--- src/rtl/uart_rx_ext.sv ---
// Oversampling UART receiver with configurable framing and parity.
// Frames go out through a one-deep ready/valid slot that raises a sticky overrun flag when full.
`timescale 1ns/1ps
module uart_rx_ext #(
  parameter int unsigned CLOCK_RATE = 50000000,
  parameter int unsigned BAUD_RATE  = 115200,
  parameter int unsigned OVERSAMPLE = 16,
  parameter int unsigned DATA_BITS  = 8,
  parameter int unsigned PARITY     = 0,
  parameter int unsigned STOP_BITS  = 1
) (
  input  logic                 clk,
  input  logic                 reset,
  input  logic                 en,
  input  logic                 in,
  output logic [DATA_BITS-1:0] out,
  output logic                 valid,
  input  logic                 ready,
  output logic                 parity_err,
  output logic                 frame_err,
  output logic                 break_det,
  output logic                 overrun
);

  localparam int unsigned DivRaw = CLOCK_RATE / (BAUD_RATE * OVERSAMPLE);
  localparam int unsigned Div    = (DivRaw < 1) ? 1 : DivRaw;
  localparam int unsigned DivW   = (Div > 1) ? $clog2(Div) : 1;
  localparam int unsigned TickW  = $clog2(OVERSAMPLE);
  localparam int unsigned BitW   = $clog2(DATA_BITS + 1);

  localparam logic [DivW-1:0]  DivLast  = DivW'(Div - 1);
  localparam logic [TickW-1:0] HalfLast = TickW'(OVERSAMPLE / 2 - 1);
  localparam logic [TickW-1:0] FullLast = TickW'(OVERSAMPLE - 1);
  localparam logic [BitW-1:0]  DataLast = BitW'(DATA_BITS - 1);
  localparam logic [BitW-1:0]  StopLast = BitW'(STOP_BITS - 1);
  localparam logic             OddPar   = (PARITY == 2);

  typedef enum logic [2:0] {StIdle, StStart, StData, StParity, StStop, StBrk} state_e;

  state_e               state_q, state_d;
  logic [DivW-1:0]      div_q, div_d;
  logic [TickW-1:0]     tcnt_q, tcnt_d;
  logic [BitW-1:0]      bcnt_q, bcnt_d;
  logic [DATA_BITS-1:0] data_q, data_d;
  logic                 perr_q, perr_d;
  logic                 ferr_q, ferr_d;
  logic                 zero_q, zero_d;
  logic                 done_q, done_d;
  logic [1:0]           sync_q;
  logic [1:0]           samp_q;
  logic                 tick, line, maj, brk_now;

  logic [DATA_BITS-1:0] out_q, out_d;
  logic                 valid_q, valid_d;
  logic                 pe_q, pe_d, fe_q, fe_d, brk_q, brk_d, ovr_q, ovr_d;

  assign line = sync_q[1];
  // Two stored samples plus the live one form the 3-sample majority window.
  assign maj  = (samp_q[1] & samp_q[0]) | (samp_q[1] & line) | (samp_q[0] & line);
  assign tick = en && (div_q == DivLast);

  always_comb begin
    div_d = div_q;
    if (!en || tick) begin
      div_d = '0;
    end else begin
      div_d = div_q + 1'b1;
    end
  end

  always_comb begin
    state_d = state_q;
    tcnt_d  = tcnt_q;
    bcnt_d  = bcnt_q;
    data_d  = data_q;
    perr_d  = perr_q;
    ferr_d  = ferr_q;
    zero_d  = zero_q;
    done_d  = 1'b0;
    brk_now = (bcnt_q == '0) ? (zero_q & ~maj) : zero_q;
    if (!en) begin
      state_d = StIdle;
      tcnt_d  = '0;
      bcnt_d  = '0;
    end else if (tick) begin
      unique case (state_q)
        StIdle: begin
          if (!line) begin
            state_d = StStart;
            tcnt_d  = '0;
          end
        end
        StStart: begin
          if (tcnt_q == HalfLast) begin
            tcnt_d = '0;
            bcnt_d = '0;
            if (!maj) begin
              state_d = StData;
              data_d  = '0;
              perr_d  = 1'b0;
              ferr_d  = 1'b0;
              zero_d  = 1'b1;
            end else begin
              state_d = StIdle;
            end
          end else begin
            tcnt_d = tcnt_q + 1'b1;
          end
        end
        StData: begin
          if (tcnt_q == FullLast) begin
            tcnt_d = '0;
            data_d = {maj, data_q[DATA_BITS-1:1]};
            zero_d = zero_q & ~maj;
            if (bcnt_q == DataLast) begin
              bcnt_d  = '0;
              state_d = (PARITY != 0) ? StParity : StStop;
            end else begin
              bcnt_d = bcnt_q + 1'b1;
            end
          end else begin
            tcnt_d = tcnt_q + 1'b1;
          end
        end
        StParity: begin
          if (tcnt_q == FullLast) begin
            tcnt_d  = '0;
            perr_d  = (^data_q) ^ maj ^ OddPar;
            zero_d  = zero_q & ~maj;
            state_d = StStop;
          end else begin
            tcnt_d = tcnt_q + 1'b1;
          end
        end
        StStop: begin
          if (tcnt_q == FullLast) begin
            tcnt_d = '0;
            ferr_d = ferr_q | ~maj;
            if (bcnt_q == '0) begin
              zero_d = zero_q & ~maj;
            end
            if (bcnt_q == StopLast) begin
              bcnt_d  = '0;
              done_d  = 1'b1;
              state_d = brk_now ? StBrk : StIdle;
            end else begin
              bcnt_d = bcnt_q + 1'b1;
            end
          end else begin
            tcnt_d = tcnt_q + 1'b1;
          end
        end
        StBrk: begin
          if (maj) begin
            state_d = StIdle;
          end
        end
        default: state_d = StIdle;
      endcase
    end
  end

  // Output slot: accept and load may coincide; a full slot drops the new frame.
  always_comb begin
    out_d   = out_q;
    valid_d = valid_q;
    pe_d    = pe_q;
    fe_d    = fe_q;
    brk_d   = brk_q;
    ovr_d   = ovr_q;
    if (valid_q && ready) begin
      valid_d = 1'b0;
      ovr_d   = 1'b0;
    end
    if (done_q) begin
      if (!valid_q || ready) begin
        out_d   = data_q;
        pe_d    = perr_q;
        fe_d    = ferr_q;
        brk_d   = zero_q;
        valid_d = 1'b1;
      end else begin
        ovr_d = 1'b1;
      end
    end
  end

  always_ff @(posedge clk or negedge reset) begin
    if (!reset) begin
      state_q <= StIdle;
      div_q   <= '0;
      tcnt_q  <= '0;
      bcnt_q  <= '0;
      data_q  <= '0;
      perr_q  <= 1'b0;
      ferr_q  <= 1'b0;
      zero_q  <= 1'b0;
      done_q  <= 1'b0;
      sync_q  <= 2'b11;
      samp_q  <= 2'b11;
      out_q   <= '0;
      valid_q <= 1'b0;
      pe_q    <= 1'b0;
      fe_q    <= 1'b0;
      brk_q   <= 1'b0;
      ovr_q   <= 1'b0;
    end else begin
      state_q <= state_d;
      div_q   <= div_d;
      tcnt_q  <= tcnt_d;
      bcnt_q  <= bcnt_d;
      data_q  <= data_d;
      perr_q  <= perr_d;
      ferr_q  <= ferr_d;
      zero_q  <= zero_d;
      done_q  <= done_d;
      sync_q  <= {sync_q[0], in};
      if (tick) begin
        samp_q <= {samp_q[0], line};
      end
      out_q   <= out_d;
      valid_q <= valid_d;
      pe_q    <= pe_d;
      fe_q    <= fe_d;
      brk_q   <= brk_d;
      ovr_q   <= ovr_d;
    end
  end

  assign out        = out_q;
  assign valid      = valid_q;
  assign parity_err = pe_q;
  assign frame_err  = fe_q;
  assign break_det  = brk_q;
  assign overrun    = ovr_q;

endmodule
--- config.mk ---
export PLATFORM = sky130hd
export DESIGN_NAME = uart_rx_ext
export DESIGN_NICKNAME = d
export VERILOG_FILES = /design/src/rtl/uart_rx_ext.sv
export SDC_FILE = /design/constraint.sdc
export NUM_CORES = 1
export LEC_CHECK = 0
export BUFFER_PORTS_ARGS = -buffer_cell sky130_fd_sc_hd__buf_2
export CAP_MARGIN = 20
export CORE_ASPECT_RATIO = 0.9
export CORE_MARGIN = 2
export CORE_UTILIZATION = 50
export CTS_CLUSTER_DIAMETER = 50
export DETAILED_ROUTE_END_ITERATION = 8
export PLACE_DENSITY = 0.67
export SLEW_MARGIN = 15
export SYNTH_ARGS = -nofsm -noshare
export SYNTH_HDL_FRONTEND = slang
export SYNTH_SLANG_ARGS = --single-unit
--- constraint.sdc ---
create_clock -name clk -period 2.8 [get_ports clk]
set_clock_uncertainty 0.1 [all_clocks]
set_input_delay 0.56 -clock clk [delete_from_list [all_inputs] [get_ports clk]]
set_output_delay 0.56 -clock clk [all_outputs]
set_load 0.005 [all_outputs]
==> results of run 1 <==
[worst register-to-register path, delay by kind of cell, from the launching register on]
kind / cells / cell delay [ps]
and+or+nand+nor: 2 / 720
buffers and inverters: 1 / 200
muxes: 2 / 370
DFF: 1 / 740
[cell families after synthesis]
logic type | count (synthesis) | share of synthesized area, %
buffers and inverters | 26 | 5.19
adders and majority gates | 6 | 3.06
xor gates and xnor gates | 12 | 4.36
muxes | 16 | 7.17
and+or+nand+nor | 86 | 20.3
DFF | 45 | 47.0
AOI/OAI and AO/OA | 45 | 13.0
[state kept, by name, indices dropped and copies added (netlist names), 2 cells and up]
signal	cells
sync_q	2
data_q	8
bcnt_q	4
div_q	5
state_q	3
samp_q	2
tcnt_q	4
out	8
[layer usage]
metal  vias to the layer above  wire [um]
met2                        27       1860
li1                        849          -
met3                         7        184
met5                         -          0
met1                       806       2270
met4                         0         80
[where the power goes]
group | switching, mW | leakage, nW | total, mW | internal [mW]
Clock | 0.229 | 0.0681 | 0.583 | 0.355
Sequential | 0.104 | 0.563 | 0.786 | 0.682
Combinational | 0.265 | 0.623 | 0.483 | 0.218
[path summary, 6_finish.rpt]
check                            end  slack, ps  cells after the start
min reg2reg                sync_q[1]        260                      0
min in group asynchronous  data_q[4]        290                      1
max in group asynchronous  samp_q[0]       1590                      2
min                        sync_q[0]        260                      1
max                        data_q[4]        610                      5
max reg2reg                data_q[4]        610                      5
[placed cells by master (no fill, tap or decap), types with 2 or more instances in the layout]
master,instances
buf_2,17
bufinv_16,2
ha_1,5
clkbuf_8,5
nand2b_1,8
mux2_1,2
nor3_1,3
mux2_2,5
nand3_1,6
nor3b_2,2
o21ai_0,12
nor3b_1,3
dfrtp_1,41
mux2i_1,8
a31oi_1,2
xnor2_1,9
o22ai_1,2
buf_4,4
nand2_1,33
nor3_4,2
nor2b_1,3
dfstp_2,4
inv_1,17
a21oi_1,6
nand3b_1,2
o21ai_1,7
o31ai_1,2
nor2_1,13
o41ai_1,2
xor2_1,3
[metrics by stage]
stage / total power [mW] / cell area, sq um / setup WS, ps
3_3_place_gp: 1.27 / 2540 / 638
4_1_cts: 1.86 / 2680 / 599
5_1_grt: 1.96 / 2680 / 436
3_5_place_dp: 1.27 / 2540 / 578
6_report: 1.85 / 2680 / 608
2_1_floorplan: 1.20 / 2410 / 826
[area by class of cell]
class	instances	area (sq um)
repair buffers	21	115
flip-flops and latches	45	1130
clock buffers	5	68.8
multi-input cells	165	1150
inverters	18	67.6
clock inverters	3	65.1
well taps	62	77.6
fillers	426	1870
==> flow_summary.toml, run 1 <==
[status]
status = "finished clean"

[clocking]
cts_tree = "yes"
root_buffer = "clkbuf_8"
cts_sinks = 45
clock_path_buffers = 2
cts_inserted_buffers = 5
insertion_delay_ps = 300
post-cts-setup-buffer-count = 0
cts-resized-gates = 0
clkSlewWorstSetupHoldPaths_ps = 90
h-tree-depth = 2
postCtsHoldBufs = 0

[routing]
via_per_inst = 5.29
antenna_left = 0
vias = 1689
dr.pass1.iters = 4
routed_wl_mm = 4.39
wl_per_cell_um = 13.8
drc = 0
drt_iter0_drc = 112

[die]
die_w_um = 77.2
rows = 23
ios = 18
die_area_sq_um = 5390
die_y_um = 69.8
core_sq_um = 4550
start_util_pct = 53.0

[final_layout]
area_delta_synth_final_pct = 11.2
fin_util_pct = 58.9
nNetsFinal = 266
drive_gt1_share_pct = 21.8
finalNonFillerCells = 319
antennaDiodeCount = 0

[placed_design]
hpwl_mm = 3.13
portBuffers = 17
globalplace.congestion = 0.759
dp.cells = 311

[sta]
rsz0062_at_grt = "no"
setup_viol = 0
hold_slack_ps = 257
drv_slew = 0
slew_headroom_pct = 36.8
fin_tns_setup_ps = 0
fin_crit_sh_pct = 78.3
worst_slew_pin_slew_ps = 948
period_minus_slack_ps = 2190
hold_viol_final = 0
max_freq_mhz = 456

[grt]
grt_overflow = 0
grt_pass1_vias = 1657
grt_most_used_layer = "met1"
grt_use_total_pct = 18.3
grtUsageMet2_pct = 26.1
grt_pass1_wl_mm = 7.85
gr-usage-met3_pct = 5.21
met1_usage_pct = 26.7
grt_start_max_net_pins = 44
antenna_found_initial = 0

[setup_path]
crit_fanout = 18
worstPathArrival_ps = 2320
crit_type = "register to register"
worstSetupStartpoint = "state_q[1]"
path_cells = "nor3b_2, buf_4, mux2i_2, nor3_4, mux2i_1"
crit_required_ps = 2930
critPathBufInv = 1
cp_slowest_cell = "dfrtp_1"
crit_path_end_kind = "register"
cpPeakStageDelay_ps = 740
critPathTopFamily = "flip-flops"
start_kind = "register"
r2r_start = "state_q[1]"

[synth]
yosysWarnings = 0
synth_fp_nets = 246
ys.flop_type = "dfrtp_1"
synth_common_cells = "41 x dfrtp_1, 33 x nand2_1, 17 x inv_1"
synth.most_common_cell = "dfrtp_1"
synth.distinct_cells = 56
yosysTopAreaCell = "dfrtp_1"
synth_area_leaders = "dfrtp_1 43%, nand2_1 5.1%, dfstp_2 4.4%"
synth_seq_area_share_pct = 47.0
syn_area_sq_um = 2410
netlist.area_leader.share_pct = 42.6
synth-edff-count = 0
synthCells = 236
ys_seq_elements = 45
syn_area_per_cell_sq_um = 10.2
async_flop_share_pct = 100

[power_and_ir_drop]
power_density_nw_per_um2 = 692
ir_drop_v = 0.000607
p_leak_nw = 1.25

[flow_run]
drv_cap = 0

[hold_path]
hold_class = "primary input to register"
worstHoldStart = "in"
Note: power is estimated with default switching activity, not from simulation.
==> run 2, diff against run 1 <==
clock period = 2.2 ns   (was 2.8 ns; I/O delays follow)
==> run 2 against run 1 <==
Net effect:
- setup slack got worse by 480 ps
- routed wire length increased by 1.3%
- critical path type unchanged
- power increased by 28%
- register-to-register slack got worse by 480 ps
- largest cell class unchanged
- global-route usage increased by 0.73 points
- die area unchanged
==> flow_summary.toml, run 2 (synthesized netlist as in run 1, its figures left out) <==
[die]
ios = 18
die_area_sq_um = 5390
die_w_um = 77.2
die_y_um = 69.8
rows = 23
core_sq_um = 4550
start_util_pct = 53.0

[clocking]
cts_inserted_buffers = 5
cts_sinks = 45
root_buffer = "clkbuf_8"
clock_path_buffers = 2
postCtsHoldBufs = 0
h-tree-depth = 2
insertion_delay_ps = 300
clkSlewWorstSetupHoldPaths_ps = 90
cts_tree = "yes"

[sta]
period_minus_slack_ps = 2080
max_freq_mhz = 482
fin_tns_setup_ps = 0
fin_crit_sh_pct = 94.3
hold_viol_final = 0
worst_slew_pin_slew_ps = 392
drv_slew = 0
rsz0062_at_grt = "no"
slew_headroom_pct = 73.9
setup_viol = 0

[status]
status = "finished clean"

[setup_path]
crit_fanout = 5
r2r_slack_ps = 120
crit_path_end_kind = "register"
crit_type = "register to register"
crit_required_ps = 2280
worstPathArrival_ps = 2160
start_kind = "register"

[routing]
wl_per_cell_um = 13.7
antenna_left = 0
routed_wl_mm = 4.45
vias = 1672
via_per_inst = 5.16
drt_iter0_drc = 71
dr.pass1.iters = 5
drc = 0

[final_layout]
fillers = 401
layout_commonest_cell = "dfrtp_1"
antennaDiodeCount = 0
area_delta_synth_final_pct = 13.4
drive_gt1_share_pct = 23.7
fin_util_pct = 60.1
finalNonFillerCells = 324
final_cell_mix = "41 x dfrtp_1, 33 x nand2_1, 17 x inv_1, 17 x buf_2, 13 x nor2_1"
nNetsFinal = 271

[placed_design]
hpwl_mm = 3.26
portBuffers = 17
globalplace.congestion = 0.801
dp.cells = 315

[grt]
grt_use_total_pct = 19.1
grt_overflow = 0
grt_pass1_wl_mm = 8.14
antenna_found_initial = 0
grt_start_max_net_pins = 46
grt_pass1_vias = 1698

[power_and_ir_drop]
p_leak_nw = 1.28
fin_total_pwr_mw = 2.36
power_density_nw_per_um2 = 865
ir_drop_v = 0.000577

[hold_path]
hold_class = "primary input to asynchronous set/reset pin"

[flow_run]
drv_cap = 0
run 2: changes by cell type in the layout (fill, tap and decap cells not counted):
cell,delta
buf_12,+2
clkinv_2,-1
a22oi_2,+1
a22oi_1,-1
bufinv_16,-1
buf_4,+3
clkbuf_8,+1
clkinvlp_4,+1
run 2: cell type report:
cell class | instances | area, sq um | area share (%)
multi-input cells | 165 | 1160 | 42.4
repair buffers | 26 | 178 | 6.50
clock inverters | 2 | 37.5 | 1.37
flip-flops and latches | 45 | 1130 | 41.4
inverters | 18 | 67.6 | 2.47
well taps | 62 | 77.6 | 2.84
clock buffers | 6 | 82.6 | 3.02
run 2: worst max-delay path: stages, from the launching register on:
cell and delay (ps):
dfrtp_1 420, ha_1 270, nand3_1 240, a221oi_2 420, o211ai_2 160, mux2_1 340
run 2: through the flow:
stage | hold slack (ps) | cell area [sq um] | worst slack (ps)
floorplan | 44.4 | 2410 | 226
CTS | 9.90 | 2720 | 81.0
global route | 27.8 | 2730 | 4.74
finish | 4.94 | 2730 | 125
global placement | 249 | 2600 | 177
detailed placement | 251 | 2600 | 105
run 2: worst paths after layout:
check | endpoint | depth (start not counted) | start
setup / recovery | state_q[0] | 5 | tcnt_q[0]
hold / removal | state_q[2] | 2 | reset
setup reg to reg | state_q[0] | 5 | tcnt_q[0]
hold reg to reg | sync_q[1] | 0 | sync_q[0]
max in group asynchronous | samp_q[0] | 2 | reset
min in group clk | sync_q[0] | 1 | in
run 2: power by group:
part | switching, mW | internal [mW]
clock network | 0.282 | 0.369
registers | 0.0624 | 0.870
logic | 0.430 | 0.349
total | 0.774 | 1.59
run 2: routing by layer:
metal  vias up  routed length, um  global-route usage, %  part of all wire, %
met2        30               2040                   30.1                   46
li1        858                  -                      -                    -
met5         -                  0                      0                    0
met4         0                 56                   5.36                  1.3
met1       778               2190                   26.6                   49
met3         6                159                   3.91                  3.6
run 2: timing repair:
item / in CTS / in global routing
setup endpoints to repair: 0 / 3
setup buffers: 0 / 1
resized for setup: 0 / 1
